$ cat config.mk
export PLATFORM = sky130hd
export DESIGN_NAME = zxnet_intrst_ctrl
export DESIGN_NICKNAME = d
export VERILOG_FILES = /design/src/rtl/zxnet_intrst_ctrl.sv
export SDC_FILE = /design/constraint.sdc
export NUM_CORES = 1
export LEC_CHECK = 0
export ABC_AREA = 1
export BUFFER_PORTS_ARGS = -buffer_cell sky130_fd_sc_hd__buf_4
export CAP_MARGIN = 10
export CORE_ASPECT_RATIO = 0.75
export CORE_MARGIN = 3
export CORE_UTILIZATION = 30
export CTS_CLUSTER_DIAMETER = 80
export DETAILED_ROUTE_END_ITERATION = 12
export GPL_TIMING_DRIVEN = 0
export SYNTH_ARGS = -nofsm -noshare
export SYNTH_HDL_FRONTEND = slang
export SYNTH_SLANG_ARGS = --single-unit
$ cat constraint.sdc
create_clock -name clk -period 1.2 [get_ports clk]
set_input_delay 0.06 -clock clk [delete_from_list [all_inputs] [get_ports clk]]
set_output_delay 0.06 -clock clk [all_outputs]
set_load 0.01 [all_outputs]
$ cat src/rtl/zxnet_intrst_ctrl.sv
// Interrupt and peripheral-reset controller for ZXiznet CPLD designs.
// Handles synchronised, polarity-adjusted IRQ sources and reset outputs with a minimum low-pulse width.
module zxnet_intrst_ctrl #(
  parameter int NCH         = 2,
  parameter int NRST        = 2,
  parameter int SYNC_STAGES = 2,
  parameter int RST_MIN_CYC = 16
) (
  input  logic            clk,
  input  logic            rst_n,
  input  logic            wr_stb,
  input  logic [2:0]      addr,
  input  logic [7:0]      wr_data,
  output logic [7:0]      rd_data,
  input  logic [NCH-1:0]  irq_in,
  output logic            int_n,
  output logic            int_any,
  output logic [NRST-1:0] periph_rst_n
);

  localparam int CW = $clog2(RST_MIN_CYC + 1);
  localparam logic [CW-1:0] CNT_MAX = CW'(RST_MIN_CYC);

  logic [SYNC_STAGES-1:0][NCH-1:0] sync_q, sync_d;
  logic [NCH-1:0]  act_s, rise_s, w1c_s, cfg_chg_s;
  logic [NCH-1:0]  act_d_q, act_d_d, pend_q, pend_d;
  logic [NCH-1:0]  ena_q, ena_d, mode_q, mode_d, pol_q, pol_d;
  logic            eint_q, eint_d, int_any_q, int_any_d, int_n_q, int_n_d;
  logic [NRST-1:0] rst_q, rst_d, prst_q, prst_d;
  logic [NRST-1:0][CW-1:0] cnt_q, cnt_d;
  logic            wr_pend_s, wr_ena_s, wr_mode_s, wr_pol_s, wr_ctrl_s, wr_rst_s;
  logic            unused_wr_s;

  assign unused_wr_s = ^wr_data;
  assign act_s       = sync_q[SYNC_STAGES-1] ^ pol_q;

  // Next-state logic for sources, pending bits, interrupt outputs and reset pulses.
  always_comb begin
    wr_pend_s = wr_stb && (addr == 3'd1);
    wr_ena_s  = wr_stb && (addr == 3'd2);
    wr_mode_s = wr_stb && (addr == 3'd3);
    wr_pol_s  = wr_stb && (addr == 3'd4);
    wr_ctrl_s = wr_stb && (addr == 3'd5);
    wr_rst_s  = wr_stb && (addr == 3'd6);

    sync_d = {sync_q[SYNC_STAGES-2:0], irq_in};
    ena_d  = wr_ena_s  ? wr_data[NCH-1:0]  : ena_q;
    mode_d = wr_mode_s ? wr_data[NCH-1:0]  : mode_q;
    pol_d  = wr_pol_s  ? wr_data[NCH-1:0]  : pol_q;
    eint_d = wr_ctrl_s ? wr_data[6]        : eint_q;
    rst_d  = wr_rst_s  ? wr_data[NRST-1:0] : rst_q;

    // Using the new polarity here means a POL change never looks like an edge next cycle.
    act_d_d   = sync_q[SYNC_STAGES-1] ^ pol_d;
    cfg_chg_s = (mode_d ^ mode_q) | (pol_d ^ pol_q);
    rise_s    = act_s & ~act_d_q;
    w1c_s     = wr_pend_s ? wr_data[NCH-1:0] : '0;
    pend_d    = ((mode_q & ((pend_q & ~w1c_s) | rise_s)) | (~mode_q & act_s)) & ~cfg_chg_s;

    int_any_d = |(pend_q & ena_q);
    int_n_d   = ~(eint_q & int_any_d);

    for (int j = 0; j < NRST; j++) begin
      if (wr_rst_s && !wr_data[j]) begin
        cnt_d[j] = '0;
      end else if (cnt_q[j] != CNT_MAX) begin
        cnt_d[j] = cnt_q[j] + CW'(1);
      end else begin
        cnt_d[j] = cnt_q[j];
      end
      prst_d[j] = rst_q[j] && (cnt_q[j] == CNT_MAX);
    end
  end

  // State registers; every output is driven from a flop.
  always_ff @(posedge clk or negedge rst_n) begin
    if (!rst_n) begin
      sync_q    <= '0;
      act_d_q   <= '0;
      pend_q    <= '0;
      ena_q     <= '0;
      mode_q    <= '0;
      pol_q     <= '0;
      eint_q    <= 1'b0;
      int_any_q <= 1'b0;
      int_n_q   <= 1'b1;
      rst_q     <= '0;
      prst_q    <= '0;
      cnt_q     <= '0;
    end else begin
      sync_q    <= sync_d;
      act_d_q   <= act_d_d;
      pend_q    <= pend_d;
      ena_q     <= ena_d;
      mode_q    <= mode_d;
      pol_q     <= pol_d;
      eint_q    <= eint_d;
      int_any_q <= int_any_d;
      int_n_q   <= int_n_d;
      rst_q     <= rst_d;
      prst_q    <= prst_d;
      cnt_q     <= cnt_d;
    end
  end

  // Side-effect-free read mux; a same-cycle write is seen only after the edge.
  always_comb begin
    case (addr)
      3'd0:    rd_data = 8'(act_s);
      3'd1:    rd_data = 8'(pend_q);
      3'd2:    rd_data = 8'(ena_q);
      3'd3:    rd_data = 8'(mode_q);
      3'd4:    rd_data = 8'(pol_q);
      3'd5:    rd_data = {int_any_q, eint_q, 6'b000000};
      3'd6:    rd_data = 8'(rst_q);
      3'd7:    rd_data = 8'(prst_q);
      default: rd_data = 8'h00;
    endcase
  end

  assign int_n        = int_n_q;
  assign int_any      = int_any_q;
  assign periph_rst_n = prst_q;

endmodule
### Word-level counts from Yosys, hierarchy flattened

Index checks and enable logic that the tools add are counted.

* add/sub/neg operators: 2
* equality and inequality tests: 11
* muxes and demuxes: 8
* bitwise logic cells: 19
* reduce and logical (&&, ||, !) cells: 16

Operator list (count)
* 8-bit one-hot mux with 8 select lines: 1
* 5-bit two-way mux: 4
* 2-bit AND: 6
* 3-bit == test, second input constant: 4
* 5-bit by 1-bit adder with 5-bit output, second input constant: 2
* 5-bit == test, second input constant: 2
* 1-bit logical AND: 10
* 5-bit != test, second input constant: 2
* 2-bit inverter: 4
* 2-bit XOR: 4
* 3-bit by 2-bit == test with 1-bit output, second input constant: 2
* 2-bit two-way mux: 3
* 2-bit bitwise OR: 3
* 2-bit nonzero test: 2
* 3-bit by 1-bit == test with 1-bit output, second input constant: 1
* 3-bit logical NOT: 1
* 1-bit logical NOT: 2
* 2-bit OR reduction: 1
* 1-bit AND: 1
* 1-bit inverter: 1

* register bits after elaboration: 31
* input port bits: 16
* output and inout port bits: 12

### Logic depth before layout (Yosys ltp)

Gate-level depths: netlist of the first run.

* depth after elaboration: 9
* gate-level depth with buffers: 9

### Worst setup path after synthesis of the first run

Ideal clock, no wire load.

* path kind: register -> register
* start: reg cnt_q[5] in the netlist's numbering
* end: reg cnt_q[6] in the netlist's numbering
* data arrival time: 0.960 ns
* required time: 1.087 ns
* slack: 0.127 ns
* cell stages (with the launch flop): 8
* buffers on the path: 0
* cell sequence: dfrtp_1 > inv_1 > ha_1 > nand3_1 > nand2_1 > o21ai_0 > nand2_1 > inv_1

* longest elaborated chain between the ends: 3
* elaborated cells on any way between the ends: 5
* classes of those cells: add/sub: 1; eq/ne: 1; mux: 2; reduce/logical: 1

Ends and longest elaborated chain
* start: declaration: RTL line 30 `logic [NRST-1:0][CW-1:0] cnt_q, cnt_d;`
* start signal: assignment: RTL line 102 `cnt_q <= cnt_d;`
* 5-bit by 1-bit adder with 5-bit output: RTL line 67 `cnt_d[j] = cnt_q[j] + CW'(1);`
* 5-bit two-way mux: RTL line 66 `end else if (cnt_q[j] != CNT_MAX) begin`
* 5-bit two-way mux: RTL line 64 `if (wr_rst_s && !wr_data[j]) begin`

Several ways; a longest one is shown, not always the timed one. The select of a mux whose other input is x is not followed.
A chain may end at the register's enable or synchronous reset.

### Final worst setup path of the first run

* start: reg pend_q[1]
* end: out rd_data[1]

* longest elaborated chain between the ends: 1

Ends and longest elaborated chain
* start: declaration: RTL line 26 `logic [NCH-1:0] act_d_q, act_d_d, pend_q, pend_d;`
* start signal: assignment: RTL line 93 `pend_q <= pend_d;`
* 8-bit one-hot mux with 8 select lines: RTL line 108 `case (addr)`
* end: declaration: RTL line 14 `output logic [7:0] rd_data,`

No other way between the ends. The select of a mux whose other input is x is not followed.

==> results of run 1 <==
==> critical path, cell delays in order (launching register included) <==
cell,delay (ps)
sky130_fd_sc_hd__dfrtp_1,400
sky130_fd_sc_hd__inv_2,90
sky130_fd_sc_hd__nor2_2,40
sky130_fd_sc_hd__nor3_2,180
sky130_fd_sc_hd__nand3_1,100
sky130_fd_sc_hd__buf_4,150
==> layout by cell type, fill, tap and decap left out, types with 2 or more instances in the layout <==
master	n
sky130_fd_sc_hd__nor2_1	30
sky130_fd_sc_hd__conb_1	4
sky130_fd_sc_hd__clkbuf_8	6
sky130_fd_sc_hd__buf_4	29
sky130_fd_sc_hd__inv_1	26
sky130_fd_sc_hd__o21ai_0	6
sky130_fd_sc_hd__nand3_2	3
sky130_fd_sc_hd__nand3_1	16
sky130_fd_sc_hd__dlygate4sd3_1	4
sky130_fd_sc_hd__nor2_4	2
sky130_fd_sc_hd__xor2_1	6
sky130_fd_sc_hd__nor2_2	2
sky130_fd_sc_hd__nand2_1	42
sky130_fd_sc_hd__o21ai_1	2
sky130_fd_sc_hd__a21oi_1	2
sky130_fd_sc_hd__ha_1	3
sky130_fd_sc_hd__dfrtp_1	29
sky130_fd_sc_hd__nor3_2	4
sky130_fd_sc_hd__inv_2	11
sky130_fd_sc_hd__xor2_2	2
sky130_fd_sc_hd__nand4_1	7
==> kinds of logic after synthesis <==
| family | synth area share (%) |
|---|---|
| and+or+nand+nor | 29.8 |
| buffers and inverters | 11.7 |
| DFF | 47.0 |
| AOI/OAI and AO/OA | 3.41 |
| xor gates and xnor gates | 4.77 |
| adders and majority gates | 3.03 |
| other | 0.227 |
==> layout make-up <==
class                           count  area [sq um]
Clock inverter                      2          35.0
Buffer                              7          53.8
Timing Repair Buffer               28           220
Tap cell                           72          90.1
Clock buffer                        6          82.6
Inverter                           37           139
Fill cell                         509          2940
Sequential cell                    31           778
Multi-Input combinational cell    138           753
==> final timing paths <==
path / to / slack (ps) / depth (start not counted)
max reg2reg: cnt_q[6] / 80 / 7
min reg2reg: sync_q[2] / 350 / 0
min: cnt_q[7] / 80 / 3
min in group asynchronous: cnt_q[7] / 240 / 2
max in group asynchronous: int_n / 640 / 2
max: rd_data[1] / -100 / 5
==> Yosys cell counts <==
library cell / number / share of area, %
sky130_fd_sc_hd__nand2_1: 43 / 9.8
sky130_fd_sc_hd__inv_1: 33 / 7.5
sky130_fd_sc_hd__nor2_1: 31 / 7.0
sky130_fd_sc_hd__dfrtp_1: 30 / 45
sky130_fd_sc_hd__nand3_1: 18 / 5.5
sky130_fd_sc_hd__xor2_1: 8 / 4.2
sky130_fd_sc_hd__nand4_1: 7 / 2.7
sky130_fd_sc_hd__o21ai_0: 7 / 2.1
sky130_fd_sc_hd__buf_4: 5 / 2.3
sky130_fd_sc_hd__nor3_1: 5 / 1.5
sky130_fd_sc_hd__ha_1: 4 / 3.0
sky130_fd_sc_hd__inv_2: 4 / 0.91
sky130_fd_sc_hd__a21oi_1: 2 / 0.61
sky130_fd_sc_hd__nand3_2: 2 / 1.2
sky130_fd_sc_hd__nor2_4: 2 / 1.4
sky130_fd_sc_hd__buf_2: 1 / 0.30
sky130_fd_sc_hd__buf_6: 1 / 0.68
sky130_fd_sc_hd__conb_1: 1 / 0.23
sky130_fd_sc_hd__dfstp_2: 1 / 1.6
sky130_fd_sc_hd__nand3b_1: 1 / 0.45
sky130_fd_sc_hd__nor2_2: 1 / 0.38
sky130_fd_sc_hd__o21ai_1: 1 / 0.30
sky130_fd_sc_hd__o22ai_1: 1 / 0.38
sky130_fd_sc_hd__xnor2_1: 1 / 0.53
==> sequential cells by signal, indices dropped and copies added, names as in the netlist <==
signal / count
rst_q: 2
eint_q: 1
act_d_q: 2
cnt_q: 10
periph_rst_n: 2
ena_q: 2
sync_d: 2
pend_q: 2
sync_q: 2
pol_q: 2
mode_q: 2
int_n: 1
int_any: 1
==> report_power, final <==
part | total [mW] | internal (mW) | switching [mW] | leakage [nW]
clock network | 1.06 | 0.671 | 0.392 | 0.0612
registers | 1.60 | 1.36 | 0.246 | 0.370
logic | 1.32 | 0.622 | 0.698 | 0.665
total | 3.99 | 2.65 | 1.34 | 1.10
==> timing repair <==
| action | in CTS | in global routing |
|---|---|---|
| endpoints found under the setup margin | 3 | 6 |
| hold buffers | 4 | 0 |
| hold endpoints to repair | 33 | 0 |
| pin swaps | 3 | 6 |
| gates cloned | 0 | 0 |
| setup buffers | 3 | 6 |
| resized for setup | 4 | 17 |
==> per-layer routing <==
layer | global-route usage (%) | wire length [microns] | vias to the layer above
met2 | 16.9 | 1420 | 25
met4 | 4.52 | 52 | 0
li1 | - | - | 713
met1 | 17.0 | 1810 | 612
met3 | 3.34 | 142 | 5
met5 | 0 | 0 | -
==> through the flow <==
step                      cells  setup slack (ps)  TNS, ps  power, mW  hold WS, ps
after global placement      300              20.2        0       2.64         20.1
after CTS                   315              -155     -284       3.84         73.8
final                       321              -104     -158       3.99         81.5
after detailed placement    300             -39.4    -39.4       2.69         20.2
after floorplan             213               127        0       2.37         -236
after global routing        321              -182     -310       4.34         92.5
==> flow_summary.yaml, run 1 <==
run_status:
  run_status: "finished, violations left"
  violations: "negative setup slack"
final_layout:
  utilization_pct: 42.3
  insertedDiodeCount: 0
  synthToLayoutAreaGrowth_pct: 30.3
  stdcell_area_sq_mm: 0.00215
  final_layout_size_suffix_gt1_share_pct: 27.3
  final_nets: 268
global_routing:
  grt-ovfl-total: 0
  gr-usage-all-layers_pct: 11.9
  first_pass_grt_wire_length_microns: 6130
  grt_antenna_before_repair: 0
  grt_pass1_vias: 1352
  grt_start_max_net_pins: 32
hold_path:
  min-delay-path-class: "primary input to flop"
  worst_hold_startpoint: "wr_data[1]"
sta:
  unrepaired_setup_endpoints_after_global_routing: "yes"
  finalCritPeriodShare_pct: 109
  final_max_slew_viol_count: 0
  achievable-frequency_ghz: 0.767
  report.final.setup_viol: 2
  timing_hold_violations_final: 0
  postLayoutSetupSlackWorst_ps: -104
  final.min_clock_period_ps: 1300
  timing.clock.skew_ps: 4.56
pwr:
  total_leakage_power_nw: 1.10
  power_per_cell_area_mw_per_mm2: 1850
  vdd_ir_drop_max_mv: 0.682
yosys:
  synth_seq_cells: 31
  yosysSeqAreaShare_pct: 47.0
  yosysUniqueCellTypes: 24
  syn-instance-count: 210
  synth_area_sq_mm: 0.00165
  syn-mean-instance-area_sq_um: 7.86
  ys_warn_count: 0
clock_network:
  cts_sinks: 31
  clock_buffers_created_by_tritoncts: 5
  cts-htree-levels: 2
  clk_pin_slew_ps: 70
  clock_root_buffer: "sky130_fd_sc_hd__clkbuf_8"
  tritoncts: "built"
  clock_insertion_delay_worst_skew_ps: 280
  clk_path_buf_depth: 2
worst_setup_path:
  criticalPathCategory: "flop to primary output"
  startpoint_type: "flop"
  worstSetupStartpoint: "pend_q[1]"
  timing.rr.start: "cnt_q[6]"
  critical_path_peak_fanout: 2
  cp-end-kind: "primary output"
  worst_ep_required_time_ps: 1140
  cp.arrival_ps: 1240
floorplan:
  core_region_area_sq_mm: 0.00509
  floorplan.initialDensity_pct: 32.4
  io_pins: 28
  floorplan.die.height_microns: 70.3
  floorplan.die_area_sq_mm: 0.00644
  die_w_microns: 91.7
  num_rows: 22
route:
  vias: 1355
  vias_per_cell: 4.22
  drt_first_pass_iters: 4
  drtAntennaViolNets: 0
  routed_wl_microns: 3430
  routed_wire_length_per_instance_microns: 10.7
  dr.first_iter.drc_count: 70
  detail_route.drc_violations: 0
placement:
  buffer_ports.inserted: 15
  gpl.final_weighted_congestion: 0.777
  post_place_cell_area_sq_mm: 0.00187
  post-dp-hpwl_microns: 2490
run:
  cap_violations: 0
No activity file was read; power rests on OpenSTA's default activity.
==> inputs of run 2 (changes only) <==
--- a/config.mk
+++ b/config.mk
@@ -11,6 +11,7 @@
 export CORE_ASPECT_RATIO = 0.75
 export CORE_MARGIN = 3
 export CORE_UTILIZATION = 30
+export CTS_BUF_LIST = sky130_fd_sc_hd__clkbuf_4
 export CTS_CLUSTER_DIAMETER = 80
 export DETAILED_ROUTE_END_ITERATION = 12
 export GPL_TIMING_DRIVEN = 0
==> flow_summary.yaml, run 2 (synthesis gave the netlist of run 1 again) <==
run_status:
  run_status: "finished, violations left"
  violations: "negative setup slack"
clock_network:
  cts_sinks: 31
  clk_path_buf_depth: 2
  clk_pin_slew_ps: 100
  cts-htree-levels: 2
  clock_root_buffer: "sky130_fd_sc_hd__clkbuf_4"
  tritoncts: "built"
  clock_insertion_delay_worst_skew_ps: 320
  clock_buffers_created_by_tritoncts: 5
pwr:
  power_per_cell_area_mw_per_mm2: 1770
  vdd_ir_drop_max_mv: 0.722
  total_leakage_power_nw: 1.07
  finalPower_mw: 3.72
route:
  drt_first_pass_iters: 4
  detail_route.drc_violations: 0
  vias: 1357
  routed_wl_microns: 3440
  drtAntennaViolNets: 0
  routed_wire_length_per_instance_microns: 10.8
  dr.first_iter.drc_count: 55
  vias_per_cell: 4.25
worst_setup_path:
  reg2reg_setup_slack_ps: 70
  reg2reg_to: "cnt_q[6]"
  cp.arrival_ps: 1300
  startpoint_type: "flop"
  criticalPathCategory: "flop to primary output"
  timing.rr.start: "cnt_q[5]"
  critical_path_peak_fanout: 2
  worst_ep_required_time_ps: 1140
  cp-end-kind: "primary output"
  worst_r2r_path_depth: 7
final_layout:
  largest_reg_flops: 10
  final_layout_size_suffix_gt1_share_pct: 27.1
  layout.cells.non_filler: 319
  largest_register: "cnt_q"
  insertedDiodeCount: 0
  synthToLayoutAreaGrowth_pct: 27.5
  fillCellCount: 526
  multi_input_comb_area_sq_um: 763
  layout.cells.most_common_list: "42 x sky130_fd_sc_hd__nand2_1, 30 x sky130_fd_sc_hd__nor2_1, 29 x sky130_fd_sc_hd__dfrtp_1"
  layout_commonest_cell: "sky130_fd_sc_hd__nand2_1"
  final_nets: 266
  ff_latch_area_sq_um: 778
  utilization_pct: 41.4
floorplan:
  floorplan.initialDensity_pct: 32.4
  core_region_area_sq_mm: 0.00509
  floorplan.die_area_sq_mm: 0.00644
  io_pins: 28
  num_rows: 22
  die_w_microns: 91.7
  floorplan.die.height_microns: 70.3
sta:
  final.min_clock_period_ps: 1360
  timing.clock.skew_ps: 7.45
  postLayoutSetupSlackWorst_ps: -156
  unrepaired_setup_endpoints_after_global_routing: "yes"
  final_max_slew_viol_count: 0
  timing_hold_violations_final: 0
  achievable-frequency_ghz: 0.737
  finalCritPeriodShare_pct: 113
  report.final.setup_viol: 2
placement:
  dp_worst_setup_slack_ps: -39.4
  post-dp-hpwl_microns: 2490
  gpl.final_weighted_congestion: 0.777
  buffer_ports.inserted: 15
  numPlacedInstances: 300
hold_path:
  hold-path-cell-count: 3
  min_to: "cnt_q[7]"
  worst_hold_startpoint: "wr_data[1]"
  min-delay-path-class: "primary input to flop"
global_routing:
  first_pass_grt_wire_length_microns: 6060
  grt_pass1_vias: 1341
  gr-usage-all-layers_pct: 11.5
  grt_start_max_net_pins: 32
  grt-ovfl-total: 0
  grt_antenna_before_repair: 0
run:
  cap_violations: 0
run 2: worst max-delay path by stage:
stage / startpoint / endpoint / slack [ps] / cells after the start
after floorplan: cnt_q[5] / cnt_q[6] / 130 / 7
after global placement: cnt_q[0] / cnt_q[1] / 20 / 7
after detailed placement: cnt_q[5] / cnt_q[6] / -40 / 7
after CTS: pol_q[1] / rd_data[1] / -210 / 5
after global routing: pend_q[1] / rd_data[1] / -240 / 5
final: pend_q[1] / rd_data[1] / -160 / 5
run 2: layout make-up:
| cell class | count | share of cell area [%] |
|---|---|---|
| tap | 72 | 4.28 |
| inverter | 37 | 6.60 |
| multi-input combinational | 138 | 36.2 |
| clock inverter | 3 | 1.84 |
| buffer | 7 | 2.55 |
| clock buffer | 5 | 1.78 |
| timing repair buffer | 26 | 9.74 |
| sequential | 31 | 37.0 |
run 2: stage by stage:
stage / area, sq um / hold slack, ps / TNS (ps)
after floorplan: 1660 / -236 / 0
after global placement: 1870 / 20.1 / 0
after detailed placement: 1870 / 20.2 / -39.4
after CTS: 2010 / 32.5 / -386
after global routing: 2110 / 39.3 / -446
final: 2110 / 39.3 / -266
run 2: what timing repair did:
action | CTS | global route
pin swaps | 3 | 7
endpoints found under the hold margin | 34 | 0
buffers inserted | 3 | 4
gates resized for setup | 4 | 20
hold buffers | 4 | 0
endpoints found under the setup margin | 3 | 6
run 2: where the power goes:
group,switching [mW],total (mW),internal [mW]
Sequential,0.255,1.61,1.35
Combinational,0.715,1.33,0.616
Clock,0.356,0.785,0.428
Total,1.33,3.72,2.40
run 2: worst max-delay path, stage by stage (launching register included):
cell                      delay [ps]
sky130_fd_sc_hd__dfrtp_1         420
sky130_fd_sc_hd__inv_2            90
sky130_fd_sc_hd__nor2_2           40
sky130_fd_sc_hd__nor3_2          180
sky130_fd_sc_hd__nand3_1         100
sky130_fd_sc_hd__buf_4           150
run 2: layer usage:
metal,vias to the layer above,track usage [%],share of wire (%),wire (microns)
met2,30,16.7,42,1450
met1,614,17.1,53,1810
met5,-,0,0,0
li1,711,-,-,-
met3,2,3.34,4.6,159
met4,0,2.01,0.41,14
